**config.mk**
```make
export PLATFORM = sky130hd
export DESIGN_NAME = vend_countdown
export DESIGN_NICKNAME = d
export VERILOG_FILES = /design/src/rtl/vend_pkg.sv /design/src/rtl/bcd2_down_counter.sv /design/src/rtl/vend_countdown.sv
export SDC_FILE = /design/constraint.sdc
export NUM_CORES = 1
export LEC_CHECK = 0
export CORE_MARGIN = 2
export CORE_UTILIZATION = 46
export CTS_CLUSTER_SIZE = 16
export DETAILED_ROUTE_END_ITERATION = 16
export HOLD_SLACK_MARGIN = 0.02
export PLACE_DENSITY = 0.76
export SLEW_MARGIN = 30
export SYNTH_ARGS = -nofsm -noshare
export SYNTH_HDL_FRONTEND = slang
export SYNTH_SLANG_ARGS = --single-unit
```
**constraint.sdc**
```tcl
create_clock -name clk -period 1.82 [get_ports clk]
set_input_delay 0.364 -clock clk [delete_from_list [all_inputs] [get_ports clk]]
set_output_delay 0.364 -clock clk [all_outputs]
set_load 0.05 [all_outputs]
```
**src/rtl/vend_pkg.sv**
```systemverilog
// Shared types and helpers for the vending-machine timeout countdown.
// Holds the FSM encoding, the BCD digit width and the reload-constant builder.
package vend_pkg;

  typedef enum logic {
    IDLE = 1'b0,
    RUN  = 1'b1
  } state_t;

  localparam int BCD_W = 4;

  // Packs 0..99 as {tens, ones}; only ever evaluated on elaboration constants.
  function automatic logic [2*BCD_W-1:0] to_bcd2(input int v);
    logic [BCD_W-1:0] t;
    logic [BCD_W-1:0] o;
    t = BCD_W'(v / 10);
    o = BCD_W'(v % 10);
    return {t, o};
  endfunction

endpackage

```
**src/rtl/bcd2_down_counter.sv**
```systemverilog
// Two-digit BCD down counter with synchronous load; saturates at 00.
// zero_next flags a decrement that will land on 00 at the next edge.
module bcd2_down_counter
  import vend_pkg::*;
(
  input  logic               clk,
  input  logic               clr,
  input  logic               load,
  input  logic [2*BCD_W-1:0] load_val,
  input  logic               dec,
  output logic               zero_next,
  output logic [2*BCD_W-1:0] q
);

  logic [BCD_W-1:0] tens;
  logic [BCD_W-1:0] ones;

  assign tens      = q[2*BCD_W-1:BCD_W];
  assign ones      = q[BCD_W-1:0];
  assign zero_next = dec && !load && (q == {{(2*BCD_W-1){1'b0}}, 1'b1});

  always_ff @(posedge clk or posedge clr) begin
    if (clr) begin
      q <= '0;
    end else if (load) begin
      q <= load_val;
    end else if (dec && (q != '0)) begin
      if (ones != '0) begin
        q[BCD_W-1:0] <= ones - 1'b1;
      end else begin
        q[BCD_W-1:0]       <= BCD_W'(9);
        q[2*BCD_W-1:BCD_W] <= tens - 1'b1;
      end
    end
  end

endmodule

```
**src/rtl/vend_countdown.sv**
```systemverilog
// Transaction timeout: turns the divider level into second ticks and counts
// TIMEOUT_S down to 00, pulsing expired when the count runs out by ticking.
module vend_countdown
  import vend_pkg::*;
#(
  parameter int TIMEOUT_S = 30
) (
  input  logic             clk,
  input  logic             clr,
  input  logic             tick_lvl,
  input  logic             start,
  input  logic             kick,
  input  logic             pause,
  input  logic             cancel,
  output logic             busy,
  output logic             expired,
  output logic [BCD_W-1:0] sec_tens,
  output logic [BCD_W-1:0] sec_ones
);

  generate
    if (TIMEOUT_S < 1 || TIMEOUT_S > 99) begin : g_bad_timeout
      $error("vend_countdown: TIMEOUT_S must be 1..99");
    end
  endgenerate

  localparam logic [2*BCD_W-1:0] RELOAD = to_bcd2(TIMEOUT_S);

  state_t             state, state_n;
  logic               tick_q;
  logic               tick;
  logic               load;
  logic [2*BCD_W-1:0] load_val;
  logic               dec;
  logic               zero_next;
  logic [2*BCD_W-1:0] q;

  // tick_lvl is already in the clk domain, so a single register suffices.
  assign tick = tick_lvl & ~tick_q;

  // Counter control, priority cancel > start > kick > tick.
  always_comb begin
    load     = 1'b0;
    load_val = RELOAD;
    dec      = 1'b0;
    if (cancel) begin
      load     = 1'b1;
      load_val = '0;
    end else if (start) begin
      load = 1'b1;
    end else if (kick && state == RUN) begin
      load = 1'b1;
    end else if (tick && state == RUN && !pause) begin
      dec = 1'b1;
    end
  end

  always_comb begin
    state_n = state;
    if (cancel)         state_n = IDLE;
    else if (start)     state_n = RUN;
    else if (zero_next) state_n = IDLE;
  end

  always_ff @(posedge clk or posedge clr) begin
    if (clr) begin
      state   <= IDLE;
      tick_q  <= 1'b0;
      expired <= 1'b0;
    end else begin
      state   <= state_n;
      tick_q  <= tick_lvl;
      expired <= zero_next;
    end
  end

  bcd2_down_counter u_cnt (
    .clk      (clk),
    .clr      (clr),
    .load     (load),
    .load_val (load_val),
    .dec      (dec),
    .zero_next(zero_next),
    .q        (q)
  );

  assign busy     = (state == RUN);
  assign sec_tens = q[2*BCD_W-1:BCD_W];
  assign sec_ones = q[BCD_W-1:0];

endmodule

```
==> flow_summary.toml <==
[cells_and_area]
nets = 98
fill_cells = 108
antenna_cells = 0
layout.cells.non_filler = 100
drive_gt1_share_pct = 32.94
area_growth_pct = 36.45

[synth]
syn_inst = 61
yosys.area.top_type = "dfrtp_1"
synth_compound_area_share_pct = 10.33
ys_ff_latch = 11
synth.yosys.warnings = 0
synthFlopType = "dfrtp_1"
synth_edf_count = 0
synth_xor_area_share_pct = 4.094
synthArstFlopShare_pct = 100.0
muxShareOfSynthArea_pct = 3.899
synthSimpleGateAreaFrac_pct = 26.12
synth_top_family_by_area = "simple AND/OR/NAND/NOR gates"
yosysUniqueCellTypes = 23
synth_fp_nets = 73
synth_fa_ha_area_share_pct = 9.747
post_synth.cell_area_avg_um2 = 10.52
ys_top_cells_by_area = "dfrtp_1, ha_1, nor2_1"
synth_commonest_cells = "dfrtp_1, nor2_1, ha_1, inv_1"
netlist.area_leader.share_pct = 42.88
seq_area_frac_synth_pct = 42.88
synthesis.area_um2 = 641.9

[setup_path]
r2r_setup_slack_ps = 120
cp_max_fo = 5
rr_startpoint = "u_cnt.q[4]$_DFFE_PP0P_"
cp.buffers_inverters = 1
r2r_end = "u_cnt.q[3]$_DFFE_PP0P_"
required_ps = 1960
critPathSlowestCell = "or3b_4"
cp_cell_sequence = "inv_1 -> ha_1 -> or3b_4 -> mux2_4 -> a21oi_2 -> a311oi_1"
endpoint_kind = "flop"
crit_start = "u_cnt.q[4]$_DFFE_PP0P_"
worst-path-stages = 6
slowest_delay_ps = 420
criticalPathCategory = "flop to flop"
ff2ff_path_depth = 6
crit_end = "u_cnt.q[3]$_DFFE_PP0P_"
startpoint_type = "flop"
path_delay_family = "simple AND/OR/NAND/NOR gates"
worstPathArrival_ps = 1840

[flow_run]
cap_violations = 0

[global_routing]
grt_start_max_net_pins = 12
grtUsageTotal_pct = 20.83
grt_remaining_overflow = 0
grt_pass1_vias = 495
grt_pass1_wl_um = 2139
antenna_found_initial = 0

[timing]
grt_setup_unrepaired = "no"
setup_viol = 0
finalHoldViolCount = 0
fmax_mhz = 588.3
tns_ps = 0
tightest_slew_ps = 499.9
final.min_clock_period_ps = 1700
relSlewSlack_pct = 66.62
fin_worst_skew_ps = 9.256
fin_crit_sh_pct = 93.39
slew_viol_final = 0

[die]
chipHeight_um = 41.36
die_area_um2 = 1710
row_count = 13
fp.dieW_um = 41.36
ioPinCount = 17
initial_core_util_pct = 49.33
core_um2 = 1301

[detailed_routing]
postRouteWirelength_um = 1472
wl_met3_um = 101
wl_met2_um = 673
vias = 573
met1Wirelength_um = 663
top_layer_used = "met4"
drtIter0Drc = 10
firstDrtPassIters = 4
post_drt_wl_per_cell_um = 14.72
ant_nets = 0
drc = 0
via_per_inst = 5.730

[cts]
cts_made_buffers = 3
path_clk_slew_ps = 70
clkSinkCount = 11
htree_levels = 1
cts_tree = "yes"
max-clock-path-buffers = 2
root_buffer = "clkbuf_4"
insertion_delay_ps = 270

[power_and_ir_drop]
p_leak_uw = 0.0004059
pwr_density_cell_nw_per_um2 = 590.7
vdd_drop_max_mv = 0.4235

[place]
hpwlAfterDp_um = 1092
routabilityCongestion = 0.8344
dpl.cell_count = 96
port_buffers = 16

[worst_hold_path]
hold_path_class = "input port to asynchronous set/reset pin"

[outcome]
status = "finished clean"
## per-layer routing
metal  vias to the layer above  GRT usage [%]
met4                         0          7.258
met2                        26          35.16
met5                         -              0
li1                        268              -
met3                         9          9.574
met1                       270          22.97
## area by class of cell
type                            instances  area, um2  share of cell area, %
Tap cell                               15      18.77                  2.143
Timing Repair Buffer                   20      170.2                  19.43
Clock buffer                            4      26.28                  3.000
Inverter                                5      18.77                  2.143
Multi-Input combinational cell         45      362.8                  41.43
Sequential cell                        11      279.0                  31.86
## repair_timing
item                       CTS  global route
hold endpoints to repair     0             0
buffers inserted             0             0
hold buffers                 0             0
setup endpoints to repair    0             3
resized for setup            0             3
## logic make-up (layout without fill, tap and decap cells)
kind of cell | Yosys count | after routing
simple gates | 26 | 26
flops | 11 | 11
compound gates | 9 | 9
fa+ha+maj | 5 | 5
buf+inv | 5 | 29
xor+xnor | 3 | 3
mux | 2 | 2
## worst min-delay path by stage
stage,start,to,slack (ps),depth (start not counted)
floorplan,clr,busy$_DFFE_PP0P_,220,1
global placement,u_cnt.q[2]$_DFFE_PP0P_,expired$_DFF_PP0_,560,1
detailed placement,u_cnt.q[2]$_DFFE_PP0P_,expired$_DFF_PP0_,580,1
CTS,clr,busy$_DFFE_PP0P_,390,2
global route,clr,busy$_DFFE_PP0P_,410,2
finish,clr,busy$_DFFE_PP0P_,380,2
## report_power, final
group          switching [uW]  internal (uW)  leakage, uW
registers                6.26            252     0.000143
clock network            77.2           84.7    0.0000150
logic                    55.9           41.6     0.000248
total                     139            378     0.000406
## state kept, by name, summed over array words and instances, names as in the netlist
name / flops
u_cnt.q: 8
busy: 1
expired: 1
tick_q: 1
## cell usage in the layout, fill, tap and decap left out
cell and instances:
a211oi_1 1, a21oi_1 3, a21oi_2 1, a311oi_1 3, a31o_2 1, and4bb_2 1
buf_4 13, clkbuf_1 1, clkbuf_4 3, clkdlybuf4s50_1 6, dfrtp_1 8, dfrtp_2 3
dlymetal6s2s_1 1, ha_1 5, inv_1 5, mux2_4 1, mux2i_1 1, nand2_1 2
nand2b_1 1, nand3_2 1, nand4_1 2, nand4bb_1 1, nor2_1 11, nor3_1 3
nor3b_2 1, nor3b_4 1, nor4b_4 1, or3b_4 1, xnor2_1 1, xor2_1 2
## stage by stage
stage          total power (uW)  utilization (%)  setup WS (ps)  area [um2]  hold slack (ps)
2_1_floorplan             320.4                -          4.120       645.6            216.2
3_3_place_gp              356.9            63.94          120.5       832.0            561.8
3_5_place_dp              358.6            63.94          95.95       832.0            581.2
4_1_cts                   523.2            65.96          50.33       858.3            389.9
5_1_grt                   546.6            67.31          27.77       875.8            406.7
6_report                  517.4            67.31          120.2       875.8            378.7
No activity file was read; power rests on OpenSTA's default activity.
==> patch, RTL diff (same flow settings) <==
The output `expired` loses its register stage (`expired` becomes a continuous assignment).
--- a/src/rtl/vend_countdown.sv
+++ b/src/rtl/vend_countdown.sv
@@ -67,11 +67,11 @@
       state   <= IDLE;
       tick_q  <= 1'b0;
-      expired <= 1'b0;
     end else begin
       state   <= state_n;
       tick_q  <= tick_lvl;
-      expired <= zero_next;
     end
   end
+
+  assign expired = zero_next;
 
   bcd2_down_counter u_cnt (
Function: same outputs for any inputs over 10 cycles, from zero or initial values; that may be too few to reach the edited logic, so the function may still have changed.
==> patch against the original RTL <==
- combinational power is 36% higher
- sequential power shrank 9.3%
- critical path type is now flip-flop to primary output
- worst setup slack worse by 270 ps
- total power up 2.6%
- the flow now finishes with violations (setup timing)
- sequential cell count fell by 1
- synthesized area decreased by 4.3%
- largest cell class unchanged
- routed wire length grew 11%
- final area increased by 7.1%
- highest routed layer unchanged
==> patch: results (changes against the original RTL) <==
INFO  metric run_status = finished with violations (was finished clean)
INFO  metric failed_checks = setup timing
INFO  metric synth_async_sr_flop_share = 100% (unchanged)
INFO  metric routabilityCongestion = 0.709 (was 0.834)
INFO  metric grt_util_all_layers = 21.0% (was 20.8%)
INFO  metric grt_pass1_wl = 2190 µm (was 2140 µm)
INFO  metric timing.final.ws_setup = -154 ps (was 120 ps)
INFO  metric cts_buffer_depth = 2 (unchanged)
INFO  metric proportion_of_layout_cells_with_a_drive_suffix_above_1 = 44.2% (was 32.9%)
INFO  metric pre_cts_ws = -127 ps (was 96.0 ps)
INFO  metric sequential_element_share_of_the_synthesized_area = 40.7% (was 42.9%)
INFO  metric p_sw = 0.151 mW (was 0.139 mW)
INFO  metric rrSetupSlack = 100 ps (was 120 ps)
INFO  metric setup-violations-final = 1 (was 0)
INFO  metric cell_types_with_the_largest_area_share_after_synthesis = sky130_fd_sc_hd__dfrtp_1 41%, sky130_fd_sc_hd__ha_1 10%, sky130_fd_sc_hd__nor2_1 4.9% (was sky130_fd_sc_hd__dfrtp_1 43%, sky130_fd_sc_hd__ha_1 9.7%, sky130_fd_sc_hd__nor2_1 6.4%)
INFO  metric vdd_ir_drop_max = 0.000439 V (was 0.000424 V)
INFO  metric postSynthCellCount = 63 (was 61)
INFO  metric hpwlAfterDp = 1090 µm (about the same)
INFO  metric synth_common_cells = 10 x sky130_fd_sc_hd__dfrtp_1, 8 x sky130_fd_sc_hd__nor2_1, 6 x sky130_fd_sc_hd__inv_1 (was 11 x sky130_fd_sc_hd__dfrtp_1, 11 x sky130_fd_sc_hd__nor2_1, 5 x sky130_fd_sc_hd__ha_1, 5 x sky130_fd_sc_hd__inv_1)
INFO  metric end_kind = primary output (was flip-flop)
INFO  metric timing.critical_path.to = expired (was u_cnt.q[3])
INFO  metric first_global_vias = 524 (was 495)
INFO  metric vias_per_cell = 5.41 (was 5.73)
INFO  metric arrival = 1610 ps (was 1840 ps)
INFO  metric hold_violations = 0 (unchanged)
INFO  metric place_inst = 97 (was 96)
INFO  metric avgRoutedWirePerCell = 14.8 µm (was 14.7 µm)
INFO  metric synth.net_count = 75 (was 73)
INFO  metric pin_count_of_the_biggest_net_entering_global_routing = 11 (was 12)
INFO  metric worst_r2r_path_depth = 5 (was 6)
INFO  metric crit-reg2reg-launch = u_cnt.q[0] (was u_cnt.q[4])
INFO  metric synth_cell_types = 26 (was 23)
INFO  metric power_leakage = 0.429 nW (was 0.406 nW)
INFO  metric fin_tns_setup = -154 ps (was 0 ps)
INFO  metric worst_r2r_endpoint = u_cnt.q[5] (was u_cnt.q[3])
INFO  metric critical_path_peak_fanout = 2 (was 5)
INFO  metric crit_path_top_delay_cell = sky130_fd_sc_hd__dfrtp_2 (was sky130_fd_sc_hd__or3b_4)
INFO  metric timing.slew.headroom = 72.6% (was 66.6%)
INFO  metric clock_skew = 5.10 ps (was 9.26 ps)
INFO  metric antenna_found_initial = 0 (unchanged)
INFO  metric cts_buffers = 3 (unchanged)
[patch: cell types whose count changed in the layout (fill, tap and decap cells not counted), sizes merged, moves of 2 or more]
cell   delta
nor3      -2
buf      +10
o21ai     +2
nor2      -3
[patch: timing repair]
| item | 4_1_cts | 5_1_grt |
|---|---|---|
| hold buffers | 0 | 0 |
| setup endpoints to repair | 1 | 1 |
| cloned | 0 | 0 |
| setup buffers | 5 | 4 |
| gates resized for setup | 5 | 2 |
| pin swaps | 3 | 3 |
[patch: layout make-up]
class / count / area [µm²]
fill: 89 / 330
inverter: 6 / 22.5
clock buffer: 4 / 26.3
timing repair buffer: 29 / 245
tap: 15 / 18.8
multi-input combinational: 46 / 369
sequential: 10 / 256
[patch: how the worst min path moves through the flow]
stage               start         end  slack (ps)
6_report              clr      tick_q         370
2_1_floorplan         clr      tick_q         200
3_5_place_dp   u_cnt.q[0]  u_cnt.q[0]         540
3_3_place_gp   u_cnt.q[0]  u_cnt.q[0]         520
4_1_cts               clr      tick_q         380
5_1_grt               clr      tick_q         430
[patch: logic make-up after synthesis]
family / synth area share [%]
fa+ha+maj: 10.2
simple gates: 26.7
flops: 40.7
compound gates: 11.0
mux: 1.63
xor+xnor: 4.28
buf+inv: 5.50
[patch: layer usage]
metal / track usage [%] / share of wire (%) / up-vias
met2: 35.7 / 52 / 22
met1: 25.4 / 42 / 288
met5: 0 / 0 / -
li1: - / - / 283
met3: 5.00 / 5.2 / 2
met4: 7.50 / 0.31 / 0
[patch: power by group through the flow]
stage | combinational, mW | sequential (mW) | clock (mW)
after CTS | 0.118 | 0.234 | 0.168
after detailed placement | 0.0975 | 0.239 | 0
final | 0.132 | 0.234 | 0.164
after global placement | 0.0953 | 0.239 | 0
after global routing | 0.141 | 0.235 | 0.177
after floorplan | 0.0387 | 0.258 | 0
[patch: through the flow]
step                instance area, µm²  hold WS [ps]
global route                       938           435
CTS                                903           381
finish                             938           373
floorplan                          633           204
detailed placement                 818           543
global placement                   818           517
